**src/rtl/ace_ccu_snoop_gate.sv**
```systemverilog
// ace_ccu_snoop_gate
// Single-entry admission stage in front of the CCU conflict manager. It holds
// one snoop request, presents its line address to the conflict manager, and
// forwards the request downstream only once the line is free. The manager's
// ready is raised on the forwarding handshake, so the manager allocates the
// line exactly when the request leaves.
module ace_ccu_snoop_gate #(
    parameter int unsigned AxiAddrWidth  = 64,
    parameter int unsigned OffsetWidth   = 6,
    parameter int unsigned CmAddrWidth   = 32,
    parameter int unsigned PayloadWidth  = 8,
    parameter int unsigned StallCntWidth = 16,
    parameter int unsigned StallLimit    = 1024
) (
    input  logic                     clk_i,
    input  logic                     rst_ni,
    // upstream request
    input  logic                     slv_valid_i,
    output logic                     slv_ready_o,
    input  logic [AxiAddrWidth-1:0]  slv_addr_i,
    input  logic [PayloadWidth-1:0]  slv_payload_i,
    // downstream request
    output logic                     mst_valid_o,
    input  logic                     mst_ready_i,
    output logic [AxiAddrWidth-1:0]  mst_addr_o,
    output logic [PayloadWidth-1:0]  mst_payload_o,
    // conflict manager
    output logic                     cm_snoop_valid_o,
    output logic                     cm_snoop_ready_o,
    output logic [CmAddrWidth-1:0]   cm_snoop_addr_o,
    input  logic                     cm_snoop_stall_i,
    // status
    output logic [StallCntWidth-1:0] stall_cnt_o,
    output logic                     starve_o,
    output logic                     protocol_err_o
);

    // EMPTY: no request held. HOLD: request held, line may be stalled.
    // SEND: mst_valid_o already raised, so it must stay up until accepted.
    typedef enum logic [1:0] {
        EMPTY = 2'd0,
        HOLD  = 2'd1,
        SEND  = 2'd2
    } state_e;

    localparam logic [StallCntWidth-1:0] StallLimitCnt = StallCntWidth'(StallLimit);
    localparam logic [StallCntWidth-1:0] StallCntMax   = '1;

    state_e                   r_state;
    state_e                   w_state_next;
    logic [AxiAddrWidth-1:0]  r_addr;
    logic [PayloadWidth-1:0]  r_payload;
    logic [StallCntWidth-1:0] r_stall_cnt;
    logic                     r_protocol_err;

    logic                     w_mst_valid;
    logic                     w_cm_ready;
    logic                     w_handshake;
    logic                     w_slv_ready;
    logic                     w_load;

    // A slot frees up either when it is empty or when the held request leaves
    // this very cycle, which gives full throughput with no bubble.
    assign w_handshake = w_mst_valid & mst_ready_i;
    assign w_slv_ready = (r_state == EMPTY) | w_handshake;
    assign w_load      = slv_valid_i & w_slv_ready;

    // Next-state and handshake outputs for the admission FSM.
    always_comb begin
        // NOTE: every signal gets a default before the case so no path leaves
        // it unassigned; an unassigned path in always_comb infers a latch.
        w_state_next = r_state;
        w_mst_valid  = 1'b0;
        w_cm_ready   = 1'b0;
        unique case (r_state)
            EMPTY: begin
                if (slv_valid_i) begin
                    w_state_next = HOLD;
                end
            end
            HOLD: begin
                w_mst_valid = ~cm_snoop_stall_i;
                w_cm_ready  = ~cm_snoop_stall_i & mst_ready_i;
                if (~cm_snoop_stall_i & mst_ready_i) begin
                    w_state_next = slv_valid_i ? HOLD : EMPTY;
                end else if (~cm_snoop_stall_i) begin
                    // Valid was shown downstream; it may not be withdrawn.
                    w_state_next = SEND;
                end
            end
            SEND: begin
                w_mst_valid = 1'b1;
                // A stall here means the line leaves without allocation; the
                // request still goes out and the error flag records it.
                w_cm_ready  = mst_ready_i & ~cm_snoop_stall_i;
                if (mst_ready_i) begin
                    w_state_next = slv_valid_i ? HOLD : EMPTY;
                end
            end
            default: begin
                w_state_next = EMPTY;
            end
        endcase
    end

    // State register.
    always_ff @(posedge clk_i or negedge rst_ni) begin
        // NOTE: sequential state uses non-blocking assignments so every flop
        // samples pre-edge values regardless of block evaluation order.
        if (!rst_ni) begin
            r_state <= EMPTY;
        end else begin
            r_state <= w_state_next;
        end
    end

    // Request holding register, loaded whenever a new request is accepted.
    always_ff @(posedge clk_i or negedge rst_ni) begin
        // NOTE: the data register is reset as well because its zero value is
        // visible on mst_addr_o/mst_payload_o straight out of reset.
        if (!rst_ni) begin
            r_addr    <= '0;
            r_payload <= '0;
        end else if (w_load) begin
            r_addr    <= slv_addr_i;
            r_payload <= slv_payload_i;
        end
    end

    // Consecutive stalled cycles of the held request, saturating, restarted
    // on every load.
    always_ff @(posedge clk_i or negedge rst_ni) begin
        if (!rst_ni) begin
            r_stall_cnt <= '0;
        end else if (w_load) begin
            r_stall_cnt <= '0;
        end else if ((r_state == HOLD) && cm_snoop_stall_i && (r_stall_cnt != StallCntMax)) begin
            r_stall_cnt <= r_stall_cnt + StallCntWidth'(1);
        end
    end

    // Sticky flag: conflict manager stalled a request already committed
    // downstream. Only reset clears it.
    always_ff @(posedge clk_i or negedge rst_ni) begin
        if (!rst_ni) begin
            r_protocol_err <= 1'b0;
        end else if ((r_state == SEND) && cm_snoop_stall_i) begin
            r_protocol_err <= 1'b1;
        end
    end

    assign slv_ready_o      = w_slv_ready;
    assign mst_valid_o      = w_mst_valid;
    assign mst_addr_o       = r_addr;
    assign mst_payload_o    = r_payload;
    assign cm_snoop_valid_o = (r_state != EMPTY);
    assign cm_snoop_ready_o = w_cm_ready;
    assign cm_snoop_addr_o  = r_addr[OffsetWidth+CmAddrWidth-1:OffsetWidth];
    assign stall_cnt_o      = r_stall_cnt;
    assign starve_o         = (r_stall_cnt >= StallLimitCnt);
    assign protocol_err_o   = r_protocol_err;

endmodule

```
**config.mk**
```make
export PLATFORM = sky130hd
export DESIGN_NAME = ace_ccu_snoop_gate
export DESIGN_NICKNAME = d
export VERILOG_FILES = /design/src/rtl/ace_ccu_snoop_gate.sv
export SDC_FILE = /design/constraint.sdc
export NUM_CORES = 1
export LEC_CHECK = 0
export CORE_AREA = 4 4 100 121
export CTS_BUF_LIST = sky130_fd_sc_hd__clkbuf_4
export CTS_CLUSTER_DIAMETER = 60
export CTS_CLUSTER_SIZE = 24
export DETAILED_ROUTE_END_ITERATION = 10
export DIE_AREA = 0 0 104 125
export PLACE_DENSITY = 0.89
export SETUP_SLACK_MARGIN = 0.2
export SYNTH_ARGS = -nofsm -noshare
export SYNTH_HDL_FRONTEND = slang
export SYNTH_SLANG_ARGS = --single-unit
```
**constraint.sdc**
```tcl
create_clock -name clk_i -period 1.9 [get_ports clk_i]
set_input_delay 0.285 -clock clk_i [delete_from_list [all_inputs] [get_ports clk_i]]
set_output_delay 0.285 -clock clk_i [all_outputs]
set_load 0.02 [all_outputs]
```
==> key figures, run 1 <==
Clocking
  – CTS tree: done
  – Clock Latency Late Sink: 0.43 ns
  – CTS clk-pin slew, worst paths: 0.16 ns
  – H-tree depth: 3
  – Longest Clk Path Bufs: 2
  – Root buf cell: clkbuf_4
  – TritonCTS Buffers: 9
  – Clock sinks: 91

Timing
  – Final period util: 106%
  – Slew Viols, Final: 0
  – Setup TNS: -5.75 ns
  – Setup violations, final: 74
  – Fmax: 496 MHz
  – Final min period: 2.02 ns
  – Final hold violations: 0
  – Clock skew: 0.0250 ns
  – Unrepaired setup endpoints after global routing: true
  – Worst rel slew slack: 66.4%
  – Setup ws final: -0.116 ns
  – Worst-margin pin slew: 0.504 ns

Synth
  – Largest cells by area after synthesis: dfrtp_1 (56%), mux2_2 (20%), buf_4 (5.9%)
  – #FFs+latches synth: 91
  – Xor/xnor share of the synthesized area: 0.215%
  – Share of the synthesized area in the top cell type: 56.0%
  – Mean Syn Cell Area: 13.0 sq um
  – Main combinational cell family by area after synthesis: multiplexers
  – Syn Inst Count: 313
  – Post-Synth Adder-Cell Area: 2.15%
  – Mux cell area share after synthesis: 20.4%
  – Sequential share of the synthesized area: 56.0%
  – Mapped Area: 4070 sq um
  – Synth area leader: dfrtp_1
  – Synthesized Nets: 397
  – Synth unique cells: 33
  – Simple-gate portion of the synthesized area: 7.39%
  – Complex-gate fraction of the synthesized area: 5.94%
  – Yosys Warn Count: 0

Layout
  – Most frequent cells in the layout: dlygate4sd2_1 (119), dfrtp_1 (80), clkdlybuf4s50_1 (75)
  – Most common cell after layout, fill and taps aside: dlygate4sd2_1
  – Design Area, Final: 6890 sq um
  – Fillers: 895
  – Fin nets: 629
  – Ant. Diodes: 0
  – Share of cells above drive strength 1: 36.5%
  – Area grow syn2layout: 69.4%

Power and ir drop
  – Switch share: 41.6%
  – P_sw: 4.39 mW
  – Share of power burned in registers: 31.2%
  – Internal: 6.17 mW
  – Leakage: 3.08 nW
  – Clock network power share: 8.8%
  – Comb power frac: 60.0%
  – PwrDens: 1530 nW/um^2
  – Maximum vdd drop: 0.826 mV

Global routing
  – Vias in the first global route: 3807
  – Antenna violations before repair: 0
  – Global-route wire length before repair: 19.5 mm
  – Pin count of the biggest net entering global routing: 92
  – GRT Overall Usage: 18.5%
  – Total gr overflow: 0

Die
  – Initial Util: 37.2%
  – Placeable core area: 10900 sq um
  – I/O pin cnt: 203
  – DIE WIDTH: 104 um
  – DIE AREA: 13000 sq um
  – Die span in y: 125 um
  – # rows: 42

Setup path
  – Crit path max-delay family: buffers and inverters
  – Crit end category: flip-flop
  – Worst EP required: 2.20 ns
  – Worst R2R Start: r_state[1]
  – Largest stage delay, worst path: 0.42 ns
  – Worst Setup SP: r_state[1]
  – CP startpoint kind: flip-flop
  – CP Max Fanout: 9
  – Crit path kind: flip-flop to flip-flop
  – CP max stage cell: dfrtp_1
  – Worst Path Arrival: 2.32 ns
  – Critical path buffer and inverter count: 4
  – Crit-path cells: inv_2 > ha_4 > nor2b_4 > buf_6 > o2111ai_4 > nand2_8 > buf_4 > buf_12 > mux2_2

Route
  – # DRC: 0
  – Vias per cell: 4.97
  – Wire length per cell: 18.2 um
  – Total Routed Length: 12.4 mm
  – Vias post-DR: 3391
  – ANT nets after route: 0
  – Drt first pass iters: 4
  – Starting DRT DRC Count: 71

Placement
  – Post-DP HPWL: 8.44 mm
  – Gpl congestion: 0.903
  – I/O Buffers: 202
  – Placed standard-cell area: 6280 sq um

Job
  – Max cap viols: 0

Status
  – Status: complete, but fails checks
  – Failing checks: setup timing

Hold path
  – Hold crit path type: input port to async pin
[stage by stage]
step / total power [mW] / instances / util, % / setup WS (ns) / hold slack [ns]
floorplan: 6.90 / 313 / - / 0.103 / -0.0106
CTS: 10.2 / 662 / 59.8 / -0.107 / 0.412
global route: 11.2 / 682 / 63.0 / -0.183 / 0.395
detailed placement: 9.61 / 630 / 57.4 / -0.209 / 0.371
global placement: 9.39 / 630 / 57.4 / -0.171 / 0.362
finish: 10.6 / 682 / 63.0 / -0.116 / 0.434
[synthesized netlist by cell type, drive strengths merged]
master,number
o21ai,5
xnor2,1
a21o,3
o2111ai,1
mux2i,2
o221ai,1
clkbuf,1
or4,7
nand3,5
o21a,2
buf,42
o221a,1
nor3,1
nand3b,1
o31ai,8
inv,8
nand2,13
nand4,6
mux2,72
nor2b,2
o41ai,2
or2,3
a21oi,13
ha,7
or3,5
dfrtp,91
and2,3
nor2,3
nor4,4
[power groups by stage]
stage	logic [mW]	registers (mW)	clock network, mW
2_1_floorplan	2.59	4.31	0
3_3_place_gp	6.08	3.31	0
3_5_place_dp	6.22	3.39	0
4_1_cts	5.94	3.31	0.969
5_1_grt	6.71	3.43	1.07
6_report	6.34	3.29	0.933
[worst reg2reg max path, cell delays in order (launching register included)]
cell       delay, ns
dfrtp_1         0.42
inv_2           0.08
ha_4            0.17
nor2b_4         0.13
buf_6           0.12
o2111ai_4       0.25
nand2_8         0.15
buf_4           0.18
buf_12          0.12
mux2_2          0.28
[path summary, 6_finish.rpt]
check / end / slack [ns] / cells past startpoint
setup / recovery: mst_addr_o[36] / -0.12 / 9
hold / removal: mst_addr_o[55] / 0.43 / 3
setup reg to reg: mst_addr_o[36] / -0.12 / 9
hold reg to reg: protocol_err_o / 0.48 / 1
max in group asynchronous: mst_addr_o[34] / 1.05 / 3
min in group clk_i: mst_addr_o[1] / 0.45 / 2
[cell families (layout without fill, tap and decap cells)]
logic type,after synthesis,after routing
xor+xnor,1,1
buf+inv,51,288
fa+ha+maj,7,7
compound gates,36,36
mux,74,74
flops,91,91
simple gates,53,53
[per-layer routing]
metal / vias to the layer above / part of all wire (%) / routed length, um / GRT usage, %
li1: 1551 / - / - / -
met1: 1678 / 37 / 4600 / 19.6
met2: 147 / 54 / 6650 / 33.8
met3: 15 / 8.0 / 995 / 7.37
met4: 0 / 1.4 / 172 / 5.48
met5: - / 0 / 0 / 0
[area by class of cell]
cell class	instances	area, sq um	area share, %
Timing Repair Buffer	264	2610	37.9
Sequential cell	91	2290	33.3
Multi-Input combinational cell	171	1680	24.4
Tap cell	132	165	2.40
Clock buffer	9	67.6	0.981
Clock inverter	7	45.0	0.654
Inverter	8	30.0	0.436
[state kept, by name, indices dropped and copies added, names as in the netlist]
register and cells:
mst_payload_o 8, stall_cnt_o 16, r_state 2, protocol_err_o 1
mst_addr_o 64
[repair_timing]
item                                    CTS  global route
setup buffers                            10            15
endpoints found under the hold margin    91             0
resized for setup                       167            30
pin swaps                                 6             5
gates cloned                              5             5
hold buffers                              1             0
endpoints found under the setup margin  213            95
No activity file was read; power rests on OpenSTA's default activity.
==> run 2: changes to the inputs <==
--- a/config.mk
+++ b/config.mk
@@ -5,6 +5,7 @@
 export SDC_FILE = /design/constraint.sdc
 export NUM_CORES = 1
 export LEC_CHECK = 0
+export CAP_MARGIN = 20
 export CORE_AREA = 4 4 100 121
 export CTS_BUF_LIST = sky130_fd_sc_hd__clkbuf_4
 export CTS_CLUSTER_DIAMETER = 60
==> results of run 2 <==
No change in the layout: final DEF, timing and power equal those of run 1.
==> run 3: changes to the inputs <==
--- a/config.mk
+++ b/config.mk
@@ -14,6 +14,7 @@
 export DIE_AREA = 0 0 104 125
 export PLACE_DENSITY = 0.89
 export SETUP_SLACK_MARGIN = 0.2
+export SLEW_MARGIN = 20
 export SYNTH_ARGS = -nofsm -noshare
 export SYNTH_HDL_FRONTEND = slang
 export SYNTH_SLANG_ARGS = --single-unit
==> results of run 3 <==
No change in the layout: final DEF, timing and power equal those of run 1.
